## config.mk

```make
export PLATFORM = sky130hd
export DESIGN_NAME = axi_4_lite_master
export DESIGN_NICKNAME = d
export VERILOG_FILES = /design/src/rtl/axi_4_lite_master.sv
export SDC_FILE = /design/constraint.sdc
export NUM_CORES = 1
export LEC_CHECK = 0
export CAP_MARGIN = 20
export CELL_PAD_IN_SITES_DETAIL_PLACEMENT = 1
export CELL_PAD_IN_SITES_GLOBAL_PLACEMENT = 1
export CORE_UTILIZATION = 25
export DETAILED_ROUTE_END_ITERATION = 7
export GPL_TIMING_DRIVEN = 0
export PLACE_DENSITY_LB_ADDON = 0.08
export SYNTH_ARGS = -nofsm -noshare
export SYNTH_HDL_FRONTEND = slang
export SYNTH_SLANG_ARGS = --single-unit
```

## constraint.sdc

```tcl
create_clock -name CLK -period 1.16 [get_ports CLK]
set_input_delay 0.174 -clock CLK [delete_from_list [all_inputs] [get_ports CLK]]
set_output_delay 0.174 -clock CLK [all_outputs]
set_load 0.005 [all_outputs]
```

## src/rtl/axi_4_lite_master.sv

```systemverilog
// Single-outstanding AXI4-Lite master: one command in, one AXI transaction out, one response back.
// Optional error counter (ERR_COUNT port) is built when AXI_MASTER_ERR_COUNT_EN is defined.
`timescale 1ns/1ps
module axi_4_lite_master #(
  parameter int ADDRESS    = 32,
  parameter int DATA_WIDTH = 32
) (
  input  logic                    CLK,
  input  logic                    RESET,
  input  logic                    CMD_VALID,
  output logic                    CMD_READY,
  input  logic                    CMD_WRITE,
  input  logic [ADDRESS-1:0]      CMD_ADDR,
  input  logic [DATA_WIDTH-1:0]   CMD_WDATA,
  input  logic [DATA_WIDTH/8-1:0] CMD_WSTRB,
  output logic                    RSP_VALID,
  input  logic                    RSP_READY,
  output logic                    RSP_WRITE,
  output logic [DATA_WIDTH-1:0]   RSP_RDATA,
  output logic [1:0]              RSP_RESP,
  output logic [ADDRESS-1:0]      M_AWADDR,
  output logic                    M_AWVALID,
  input  logic                    M_AWREADY,
  output logic [DATA_WIDTH-1:0]   M_WDATA,
  output logic [DATA_WIDTH/8-1:0] M_WSTRB,
  output logic                    M_WVALID,
  input  logic                    M_WREADY,
  input  logic [1:0]              M_BRESP,
  input  logic                    M_BVALID,
  output logic                    M_BREADY,
  output logic [ADDRESS-1:0]      M_ARADDR,
  output logic                    M_ARVALID,
  input  logic                    M_ARREADY,
  input  logic [DATA_WIDTH-1:0]   M_RDATA,
  input  logic [1:0]              M_RRESP,
  input  logic                    M_RVALID,
  output logic                    M_RREADY
`ifdef AXI_MASTER_ERR_COUNT_EN
  ,
  output logic [15:0]             ERR_COUNT
`endif
);

  localparam int STRB_W = DATA_WIDTH / 8;

  typedef enum logic [2:0] {IDLE, WR_REQ, WR_RESP, RD_REQ, RD_RESP, RSP} state_t;

  state_t                state_q, state_d;
  logic                  cmd_ready_q;
  logic                  aw_valid_q, w_valid_q, ar_valid_q;
  logic [ADDRESS-1:0]    addr_q;
  logic [DATA_WIDTH-1:0] wdata_q;
  logic [STRB_W-1:0]     wstrb_q;
  logic                  rsp_write_q;
  logic [DATA_WIDTH-1:0] rsp_rdata_q;
  logic [1:0]            rsp_resp_q;

  logic cmd_accept, aw_done, w_done, b_hs, r_hs;

  // cmd_ready_q is only ever high in IDLE, so it alone qualifies acceptance
  assign cmd_accept = CMD_VALID && cmd_ready_q;
  assign aw_done    = !aw_valid_q || M_AWREADY;
  assign w_done     = !w_valid_q || M_WREADY;
  assign b_hs       = (state_q == WR_RESP) && M_BVALID;
  assign r_hs       = (state_q == RD_RESP) && M_RVALID;

  always_comb begin
    state_d = state_q;
    case (state_q)
      IDLE:    if (cmd_accept) state_d = CMD_WRITE ? WR_REQ : RD_REQ;
      WR_REQ:  if (aw_done && w_done) state_d = WR_RESP;
      WR_RESP: if (M_BVALID) state_d = RSP;
      RD_REQ:  if (M_ARREADY) state_d = RD_RESP;
      RD_RESP: if (M_RVALID) state_d = RSP;
      RSP:     if (RSP_READY) state_d = IDLE;
      default: state_d = IDLE;
    endcase
  end

  // CMD_READY is registered so it stays low through reset and rises one edge after release
  always_ff @(posedge CLK or negedge RESET) begin
    if (!RESET) begin
      state_q     <= IDLE;
      cmd_ready_q <= 1'b0;
    end else begin
      state_q     <= state_d;
      cmd_ready_q <= (state_d == IDLE);
    end
  end

  always_ff @(posedge CLK or negedge RESET) begin
    if (!RESET) begin
      aw_valid_q <= 1'b0;
      w_valid_q  <= 1'b0;
      ar_valid_q <= 1'b0;
    end else if (cmd_accept) begin
      aw_valid_q <= CMD_WRITE;
      w_valid_q  <= CMD_WRITE;
      ar_valid_q <= !CMD_WRITE;
    end else begin
      if (aw_valid_q && M_AWREADY) aw_valid_q <= 1'b0;
      if (w_valid_q && M_WREADY)   w_valid_q  <= 1'b0;
      if (ar_valid_q && M_ARREADY) ar_valid_q <= 1'b0;
    end
  end

  always_ff @(posedge CLK or negedge RESET) begin
    if (!RESET) begin
      addr_q  <= '0;
      wdata_q <= '0;
      wstrb_q <= '0;
    end else if (cmd_accept) begin
      addr_q  <= CMD_ADDR;
      wdata_q <= CMD_WRITE ? CMD_WDATA : '0;
      wstrb_q <= CMD_WRITE ? CMD_WSTRB : '0;
    end
  end

  always_ff @(posedge CLK or negedge RESET) begin
    if (!RESET) begin
      rsp_write_q <= 1'b0;
      rsp_rdata_q <= '0;
      rsp_resp_q  <= 2'b00;
    end else if (b_hs) begin
      rsp_write_q <= 1'b1;
      rsp_rdata_q <= '0;
      rsp_resp_q  <= M_BRESP;
    end else if (r_hs) begin
      rsp_write_q <= 1'b0;
      rsp_rdata_q <= M_RDATA;
      rsp_resp_q  <= M_RRESP;
    end
  end

`ifdef AXI_MASTER_ERR_COUNT_EN
  logic [15:0] err_count_q;
  logic        err_event;

  assign err_event = (b_hs && (M_BRESP != 2'b00)) || (r_hs && (M_RRESP != 2'b00));

  always_ff @(posedge CLK or negedge RESET) begin
    if (!RESET)
      err_count_q <= 16'h0000;
    else if (err_event && (err_count_q != 16'hFFFF))
      err_count_q <= err_count_q + 16'h0001;
  end

  assign ERR_COUNT = err_count_q;
`endif

  assign CMD_READY = cmd_ready_q;
  assign M_AWADDR  = addr_q;
  assign M_AWVALID = aw_valid_q;
  assign M_WDATA   = wdata_q;
  assign M_WSTRB   = wstrb_q;
  assign M_WVALID  = w_valid_q;
  assign M_BREADY  = (state_q == WR_RESP);
  assign M_ARADDR  = addr_q;
  assign M_ARVALID = ar_valid_q;
  assign M_RREADY  = (state_q == RD_RESP);
  assign RSP_VALID = (state_q == RSP);
  assign RSP_WRITE = rsp_write_q;
  assign RSP_RDATA = rsp_rdata_q;
  assign RSP_RESP  = rsp_resp_q;

endmodule

```

* Word level (Yosys, flattened, before mapping)
Index checks and enable logic that the tools add are counted.
Word-level totals: word-level logic and storage cells 56, input bits 114, register bits 110
Cells by class: reduce and logical (&&, ||, !) cells 18, mux-type cells 22, eq/ne operators 5
Operators with widths (count):
- $mux 32 | 3
- $mux 3 | 6
- $pmux 3 s6 | 1
- $mux 1 | 8
- $reduce_bool 2->1 | 4
- $logic_and 1x1->1 | 7
- $eq 3x2->1 const B | 2
- $eq 3x3->1 const B | 2
- $logic_not 3->1 | 2
- $mux 2 | 3
- $mux 4 | 1
- $eq 3x1->1 const B | 1
- $logic_not 1->1 | 3
- $logic_or 1x1->1 | 2

* Logic depth before layout (Yosys ltp)
depth in word-level cells 6, gate-level depth with buffers 6, gate-level depth less buffers 4

* Worst setup path after synthesis
Ideal clock, no wire load.
path kind reg2reg, start register state_q[2], end register cmd_ready_q, in the netlist CMD_READY, library setup time 0.120 ns, buffers on the path 1, arrival 1.129 ns, stages on the path, launching flop included 6, period minus slack after synthesis 1.248 ns, path slack -0.088 ns, data required time 1.040 ns, path through dfrtp_1 -> buf_2 -> nor4_1 -> nand2_1 -> o211a_1 -> and3_1
Between the ends: word-level cells in the longest chain between the ends 3
RTL lines:
- from (decl) | line 48 | state_t state_q, state_d;
- from (signal assigned) | line 86 | state_q <= state_d;
- $eq 3x3->1 (tied with other cells) | line 69 | case (state_q)
- $pmux 3 s6 * | line 69
- $logic_not 3->1 * | line 87 | cmd_ready_q <= (state_d == IDLE);
- to (signal assigned) | line 87
- to (decl) | line 49 | logic cmd_ready_q;
Mark *: on every way between the ends. The rest lies on a longest branch, timed or not. A chain may end at the register's enable or synchronous reset.

* Worst setup path in the final report
start register state_q[0], end register rsp_rdata_q[22], in the netlist RSP_RDATA[22]
Between the ends: word-level cells in the longest chain between the ends 3
RTL lines:
- $eq 3x2->1 / $eq 3x3->1 (equally long branches) | line 64, 65
- $logic_and 1x1->1 (on tied branches) | line 64, 65
- $mux 32 / $reduce_bool 2->1 (equally long branches)
- to (signal assigned) | line 122 | rsp_rdata_q <= '0;
- to (signal assigned) | line 126 | rsp_rdata_q <= '0;
- to (signal assigned) | line 130 | rsp_rdata_q <= M_RDATA;
- to (decl) | line 55 | logic [DATA_WIDTH-1:0] rsp_rdata_q;
Several ways; a longest one is shown, not always the timed one.

==> flow_summary.ini <==
[floorplan]
initial_utilization_pct = 25.8
dieHeight_um = 136
num_rows = 48
die_w_um = 136
die-area_um2 = 18600
ios = 256
core_area_um2 = 17500

[layout]
diodes = 0
layout_common_cells = nand2_1 (128), clkdlybuf4s50_1 (112), dfrtp_1 (110)
layout.nets = 890
ff_latch_area_um2 = 2750
final_common_cell = nand2_1
utilization_pct = 49.7
nFillCells = 1917
areaGrowthSynthToFinish_pct = 92.2
multi_input_area_um2 = 1830
drive_above_1_share_pct = 44.7

[timing]
drv_slew = 0
timing.final.ws_setup_ns = -0.269
max_freq_ghz = 0.700
finalHoldViolCount = 0
relSlewSlack_pct = 70.7
whs_ns = 0.282
rsz0062_at_grt = yes
worstMarginPinSlew_ns = 0.439
post-route-period-util_pct = 123
finClkSkew_ns = 0.0106
period_needed_ns = 1.43
setup_viol = 124

[grt]
antenna_found_initial = 0
grt_max_degree = 82
gr-total-overflow = 0
first_global_vias = 4991
grt_pass1_wl_mm = 26.8
gr-usage-all-layers_pct = 19.0

[drt]
vias = 4459
finalWirelength_mm = 17.6
ant_nets = 0
viasPerCell = 4.43
drtPass1Iterations = 4
wl_per_cell_um = 17.5
drc = 0
first_iter_violations = 81

[clock_network]
clock_sinks = 110
cts-root-buf = clkbuf_16
clock_latency_ns = 0.35
cts_inserted_buffers = 9
path_clk_slew_ns = 0.07
cts_tree = yes
cts_max_level = 3
clockBufferDepth = 2

[synth]
synth_area_per_cell_um2 = 10.0
syn_area_um2 = 4520
yosysUniqueCellTypes = 30
ys_ff_latch = 110
yosys_warnings = 0
syn-num-nets = 565
yosysSeqAreaShare_pct = 60.9
synthCells = 451

[critical_path]
crit_fanout = 8
path_cells = buf_4 -> and4bb_1 -> buf_6 -> nor2_8 -> buf_6 -> a22o_1
crit_top_cell = buf_6
rr_worst_depth = 6
endpoint_kind = register
cpPeakStageDelay_ns = 0.39
reg2reg_to = RSP_RDATA[22]
start_kind = register
worst_path_max_delay_cell = dfrtp_1
r2r_setup_slack_ns = -0.27
arrival_ns = 1.66
regToRegStartpoint = state_q[0]
critical_path_class = reg2reg
cp.required_ns = 1.39

[pwr]
power.total_mw = 20.3
p_leak_nw = 4.43
p_per_area_nw_per_um2 = 2340
max-vdd-ir-drop_mv = 1.07

[placement]
place.gp.congestion = 0.739
post-place-ws_ns = -0.608
hpwlAfterDp_mm = 11.9
portBuffers = 255

[run_status]
status = complete, but fails checks
violations = setup timing

[job]
maxCapViolCount = 0

[min_path]
hp-class = in2async
cell type report:
type                            count  area share, %
Buffer                             38           5.06
Clock buffer                       11           2.80
Clock inverter                      5          0.678
Inverter                            2          0.115
Multi-Input combinational cell    279           21.0
Sequential cell                   110           31.7
Tap cell                          225           3.24
Timing Repair Buffer              336           35.4
metrics by stage:
stage	instance area, µm²	setup TNS, ns	instances
finish	8680	-14.65	1006
detailed placement	7390	-52.28	932
floorplan	4520	-1.94	451
global placement	7360	-555.19	931
CTS	8750	-14.64	1015
global route	8680	-21.31	1006
what timing repair did:
| item | in CTS | in global routing |
|---|---|---|
| hold endpoints to repair | 29 | 0 |
| cloned | 9 | 4 |
| resized for setup | 568 | 165 |
| hold buffers | 1 | 0 |
| endpoints found under the setup margin | 252 | 212 |
| pin swaps | 41 | 45 |
| buffers inserted | 67 | 11 |
critical path: cells and delay by family (launching register included):
kind / cells / cell delay, ns
and+or+nand+nor: 2 / 0.32
DFF: 1 / 0.39
buffers and inverters: 3 / 0.43
AOI/OAI and AO/OA: 1 / 0.18
worst max-delay path by stage:
stage | startpoint | end | slack (ns)
after detailed placement | CMD_VALID | M_ARADDR[11] | -0.61
after floorplan | state_q[1] | CMD_READY | -0.07
after global routing | state_q[0] | RSP_RDATA[8] | -0.34
final | state_q[0] | RSP_RDATA[22] | -0.27
after global placement | RESET | M_WDATA[16] | -4.60
after CTS | state_q[0] | RSP_RDATA[27] | -0.28
report_power, final:
group / internal (mW) / total (mW) / switching [mW]
sequential: 5.49 / 6.65 / 1.16
clock: 1.74 / 3.18 / 1.44
combinational: 6.27 / 10.4 / 4.17
total: 13.5 / 20.3 / 6.78
state kept, by name, indices dropped and copies added (netlist names):
register / flops
M_ARADDR: 32
M_WDATA: 32
RSP_RDATA: 32
M_WSTRB: 4
state_q: 3
RSP_RESP: 2
CMD_READY: 1
M_ARVALID: 1
M_AWVALID: 1
M_WVALID: 1
RSP_WRITE: 1
cell families after synthesis:
kind of cell    synth area share, %
compound gates                 8.48
simple gates                   21.5
buf+inv                        8.81
mux                           0.249
flops                          60.9
cell usage after synthesis:
| master | instances | area share (%) |
|---|---|---|
| and4bb_4 | 1 | 0.36 |
| o31ai_1 | 2 | 0.33 |
| o211a_1 | 1 | 0.22 |
| nand3_1 | 36 | 4.0 |
| buf_4 | 34 | 5.7 |
| and4bb_1 | 1 | 0.28 |
| a31oi_1 | 1 | 0.14 |
| clkbuf_1 | 12 | 1.0 |
| o21ai_0 | 5 | 0.55 |
| a22oi_1 | 2 | 0.33 |
| dfrtp_1 | 110 | 61 |
| o21bai_1 | 1 | 0.17 |
| nand2b_1 | 3 | 0.42 |
| a22o_1 | 32 | 6.2 |
| inv_1 | 2 | 0.17 |
| nand3b_1 | 2 | 0.33 |
| buf_1 | 3 | 0.25 |
| and2_1 | 1 | 0.14 |
| buf_6 | 3 | 0.75 |
| mux2_1 | 1 | 0.25 |
| nor2_8 | 1 | 0.44 |
| nand2_1 | 179 | 15 |
| o21ai_1 | 1 | 0.11 |
| nor3b_1 | 1 | 0.17 |
| a21oi_1 | 2 | 0.22 |
| nor4_1 | 1 | 0.14 |
| and3_1 | 2 | 0.28 |
| nor3_1 | 1 | 0.11 |
| o22a_1 | 1 | 0.19 |
| buf_2 | 9 | 1.0 |
per-layer routing:
| layer | wire length, µm | track usage, % | vias up |
|---|---|---|---|
| met4 | 213 | 5.56 | 0 |
| met1 | 7120 | 22.2 | 2189 |
| met5 | 0 | 0 | - |
| met2 | 8960 | 33.4 | 158 |
| met3 | 1290 | 5.48 | 14 |
| li1 | - | - | 2098 |
No activity file was read; power rests on OpenSTA's default activity.
